### config.mk
export PLATFORM = sky130hd
export DESIGN_NAME = inst_fetch
export DESIGN_NICKNAME = d
export VERILOG_FILES = /design/src/rtl/inst_fetch_pkg.sv /design/src/rtl/inst_fetch.sv
export SDC_FILE = /design/constraint.sdc
export NUM_CORES = 1
export LEC_CHECK = 0
export CAP_MARGIN = 25
export CORE_MARGIN = 4
export CORE_UTILIZATION = 40
export CTS_CLUSTER_DIAMETER = 40
export DETAILED_ROUTE_END_ITERATION = 16
export PLACE_DENSITY = 0.88
export SLEW_MARGIN = 20
export SYNTH_ARGS = -nofsm -noshare
export SYNTH_HDL_FRONTEND = slang
export SYNTH_SLANG_ARGS = --single-unit
### constraint.sdc
create_clock -name clk -period 2.02 [get_ports clk]
set_input_delay 0.404 -clock clk [delete_from_list [all_inputs] [get_ports clk]]
set_output_delay 0.404 -clock clk [all_outputs]
set_load 0.02 [all_outputs]
### src/rtl/inst_fetch_pkg.sv
// inst_fetch_pkg: shared constants and FSM encoding for the instruction fetch unit
package inst_fetch_pkg;
  localparam int XLEN = 32;
  localparam logic [XLEN-1:0] RESET_PC_DEFAULT = 32'h8000_0000;
  typedef enum logic [1:0] {S_REQ, S_WAIT, S_DROP, S_HOLD} state_t;
endpackage

### src/rtl/inst_fetch.sv
// inst_fetch: single-outstanding instruction fetch with redirect and stale-response drop
module inst_fetch
  import inst_fetch_pkg::*;
#(
  parameter logic [XLEN-1:0] RESET_PC = RESET_PC_DEFAULT
) (
  input  logic            clk,
  input  logic            rst,
  output logic            req_valid,
  input  logic            req_ready,
  output logic [XLEN-1:0] req_addr,
  input  logic            resp_valid,
  input  logic [XLEN-1:0] resp_data,
  output logic            inst_valid,
  input  logic            inst_ready,
  output logic [XLEN-1:0] inst,
  output logic [XLEN-1:0] inst_pc,
  input  logic            redirect_valid,
  input  logic [XLEN-1:0] redirect_pc
);
  state_t state;
  logic [XLEN-1:0] pc;
  logic [XLEN-1:0] tgt;
  assign tgt        = {redirect_pc[XLEN-1:2], 2'b00};
  // gated by rst so nothing is requested while reset is held
  assign req_valid  = (state == S_REQ) && !rst;
  assign req_addr   = pc;
  assign inst_valid = (state == S_HOLD);
  always_ff @(posedge clk) begin
    if (rst) begin
      state   <= S_REQ;
      pc      <= {RESET_PC[XLEN-1:2], 2'b00};
      inst    <= '0;
      inst_pc <= RESET_PC;
    end else begin
      case (state)
        S_REQ: begin
          if (redirect_valid) pc <= tgt;
          if (req_ready) state <= redirect_valid ? S_DROP : S_WAIT;
        end
        S_WAIT: begin
          if (redirect_valid) begin
            pc    <= tgt;
            state <= resp_valid ? S_REQ : S_DROP;
          end else if (resp_valid) begin
            inst    <= resp_data;
            inst_pc <= pc;
            state   <= S_HOLD;
          end
        end
        S_DROP: begin
          if (redirect_valid) pc <= tgt;
          if (resp_valid) state <= S_REQ;
        end
        default: begin
          if (redirect_valid) begin
            pc    <= tgt;
            state <= S_REQ;
          end else if (inst_ready) begin
            pc    <= pc + XLEN'(4);
            state <= S_REQ;
          end
        end
      endcase
    end
  end
endmodule

==> impl_metrics.csv <==
group,metric,value,unit
outcome,status,"finished, final reports clean",
detailed_routing,dr.pass1.iters,5,
placement,dp_hpwl,10500,um
synth,syn-cell-area,4260,um2
synth,synth-edff-count,0,
synth,netlist_instances,540,
worst_setup_path,path_class,"reg2out",
sta,period_share,96.1,%
worst_setup_path,worstPathMaxFanout,9,
cts,clockRootBuffer,"clkbuf_8",
grt,grt_pass1_vias,4599,
grt,use_met1,27.5,%
detailed_routing,ant_nets,0,
synth,ys_seq_area_share,44.1,%
synth,synth_ff_type,"dfxtp_1",
floorplanning,core_area,10400,um2
synth,synth_cell_types,56,
cts,cts_tree,"yes",
floorplanning,die_w,111,um
floorplanning,rows,37,
sta,rsz0062_at_grt,"no",
worst_setup_path,crit_chain,"clkdlybuf4s50_1",
worst_setup_path,startpoint_type,"flip-flop",
sta,max_slew_margin,61.6,%
floorplanning,ios,168,
power,ir_worst_vdd,0.387,mV
detailed_routing,routed_wl,13900,um
worst_setup_path,slowest_stage,"clkdlybuf4s50_1",
sta,hold_violations,0,
cells_and_area,postLayoutCellArea,6490,um2
grt,grt_pass1_wl,22700,um
worst_setup_path,cp-end-kind,"primary output",
cts,clock_latency,360,ps
sta,finalSetupViolCount,0,
detailed_routing,via_count,4755,
sta,hold-worst-slack,457,ps
worst_setup_path,arrival,1540,ps
worst_setup_path,cp_slowest_stage_delay,670,ps
power,p_leak,2.24,nW
placement,gp_congestion,0.924,
placement,dpl_cell_area,6280,um2
sta,worst_slew_pin_slew,571,ps
detailed_routing,drc_errors,0,
detailed_routing,viasPerCell,5.48,
detailed_routing,drtIter0Drc,435,
worst_setup_path,crit_family,"buffers and inverters",
grt,grt-ovfl-total,0,
floorplanning,initial_core_util,41.1,%
worst_setup_path,path_buf_inv,1,
worst_hold_path,hold_path.class,"reg2reg",
floorplanning,die-area,12400,um2
worst_setup_path,cp.required,1620,ps
sta,max_freq,515,MHz
synth,async_reset_ff_share,0,%
grt,grt_busiest_layer,"met2",
job,maxCapViolations,0,
cts,clk_pin_slew,100,ps
sta,drv_slew,0,
cts,ctsHoldBuffers,0,
cts,cts_buffer_depth,2,
cells_and_area,area_growth,52.2,%
power,p_per_area,585,nW/um2
cts,htreeDepth,3,
synth,avgSynthCellArea,7.89,um2
floorplanning,die_h,111,um
sta,period_needed,1940,ps
grt,grtUsageMet3,5.62,%
grt,antenna_found_initial,0,
cells_and_area,drive_gt1_share,12.4,%
synth,synth-seq-cells,94,
placement,io_buffer_count,161,
sta,finalSetupTns,0,ps
cts,cts-buffers-inserted,9,
detailed_routing,wl_per_cell,16.1,um
grt,use_met2,36.4,%
grt,track_usage,21.9,%
sta,skew,11.2,ps
cells_and_area,final_nets,798,
synth,ys.warnings.count,0,
cts,clock_sinks,94,
cells_and_area,n_antenna_cell,0,
grt,grt_max_degree,93,
kinds of logic (layout without fill, tap and decap cells):
logic type	count (synthesis)	in the layout	share of synthesized area, %
and+or+nand+nor	253	253	27.7
AOI/OAI and AO/OA	130	130	20.0
DFF	94	94	44.1
buffers and inverters	56	245	6.75
xor gates and xnor gates	5	5	1.03
adders and majority gates	1	1	0.293
other	1	4	0.0880
cell type report:
type                    instances  area (um2)
fillers                       929        3880
inverters                      13        48.8
repair buffers                216        2060
flip-flops and latches         94        1890
clock inverters                 5        42.5
well taps                     136         170
clock buffers                  11         131
multi-input cells             393        2140
placed cells by master (no fill, tap or decap), types with 4 or more instances in the layout:
cell             instances
a2111oi_0                7
a211oi_1                 7
a21oi_1                 71
a311oi_1                16
a32oi_1                  4
and2_1                   5
and3_1                   4
and4_1                   5
buf_4                   52
clkbuf_8                 9
clkdlybuf4s50_1        158
conb_1                   4
dfxtp_1                 89
dfxtp_2                  5
inv_1                   12
nand2_1                141
nand3_1                 11
nand4_1                 15
nor2_1                  27
nor3_1                  16
nor4_1                   8
xnor2_1                  4
worst reg2reg max path, cell delays in order, from the launching register on:
cell and delay (ps):
dfxtp_2 340, ha_2 200, nand4_1 150, or4_2 710, o31ai_1 280, a311oi_1 110
final timing paths:
path	startpoint	endpoint	slack, ps	depth (start not counted)
min reg2reg	inst[4]	inst[4]	460	2
max	req_addr[27]	req_addr[27]	80	1
max reg2reg	req_addr[2]	req_addr[26]	120	5
min	inst[4]	inst[4]	460	2
state kept, by name, indices dropped and copies added, names as in the netlist:
signal and count:
req_addr 30, inst 32, inst_pc 30, state 2
metal layers:
layer | vias to the layer above | wire length [um]
li1 | 2294 | -
met1 | 2219 | 5710
met2 | 218 | 6730
met3 | 24 | 1190
met4 | 0 | 302
met5 | - | 0
stage by stage:
| stage | total power, W | util, % | cells | setup WS [ps] |
|---|---|---|---|---|
| floorplan | 0.00231 | - | 543 | -5.10 |
| finish | 0.00379 | 62.5 | 868 | 79.0 |
| global route | 0.00397 | 62.5 | 868 | 9.99 |
| detailed placement | 0.00268 | 60.6 | 852 | -271 |
| global placement | 0.00266 | 60.6 | 852 | -187 |
| CTS | 0.00381 | 62.3 | 868 | 0.964 |
cell usage after synthesis (2+ instances only):
master | count | share of area [%]
and2_1 | 5 | 0.73
clkbuf_1 | 28 | 2.5
a32oi_1 | 4 | 0.82
buf_1 | 3 | 0.26
nand4_1 | 15 | 2.2
nor2b_1 | 2 | 0.29
and4_1 | 5 | 1.0
or4_2 | 2 | 0.41
o41ai_1 | 2 | 0.41
o21bai_1 | 3 | 0.53
nor2_1 | 27 | 2.4
clkbuf_8 | 5 | 1.6
nand3_1 | 11 | 1.3
or2_2 | 3 | 0.44
a21oi_1 | 71 | 8.3
o211ai_1 | 2 | 0.35
inv_1 | 12 | 1.1
o31ai_1 | 3 | 0.53
dfxtp_1 | 94 | 44
nand2b_1 | 2 | 0.29
o21a_1 | 2 | 0.35
nor3_1 | 16 | 1.9
a2111oi_0 | 8 | 1.6
xnor2_1 | 4 | 0.82
o311ai_0 | 2 | 0.41
and3_1 | 4 | 0.59
nand2_1 | 141 | 12
a41oi_1 | 2 | 0.41
buf_4 | 5 | 0.88
nor4_1 | 10 | 1.5
a311oi_1 | 16 | 3.3
a211oi_1 | 7 | 1.2
power by group:
| part | leakage, nW | switching [W] | internal (W) |
|---|---|---|---|
| Sequential | 0.767 | 0.0000717 | 0.00192 |
| Combinational | 1.39 | 0.000316 | 0.000343 |
| Clock | 0.0781 | 0.000686 | 0.000462 |
| Total | 2.24 | 0.00107 | 0.00272 |
timing repair:
item	CTS	global route
pin swaps	1	0
hold endpoints to repair	0	0
setup endpoints to repair	3	8
resized for setup	3	7
setup buffers	0	0
Power figures use the tool's default switching activity.
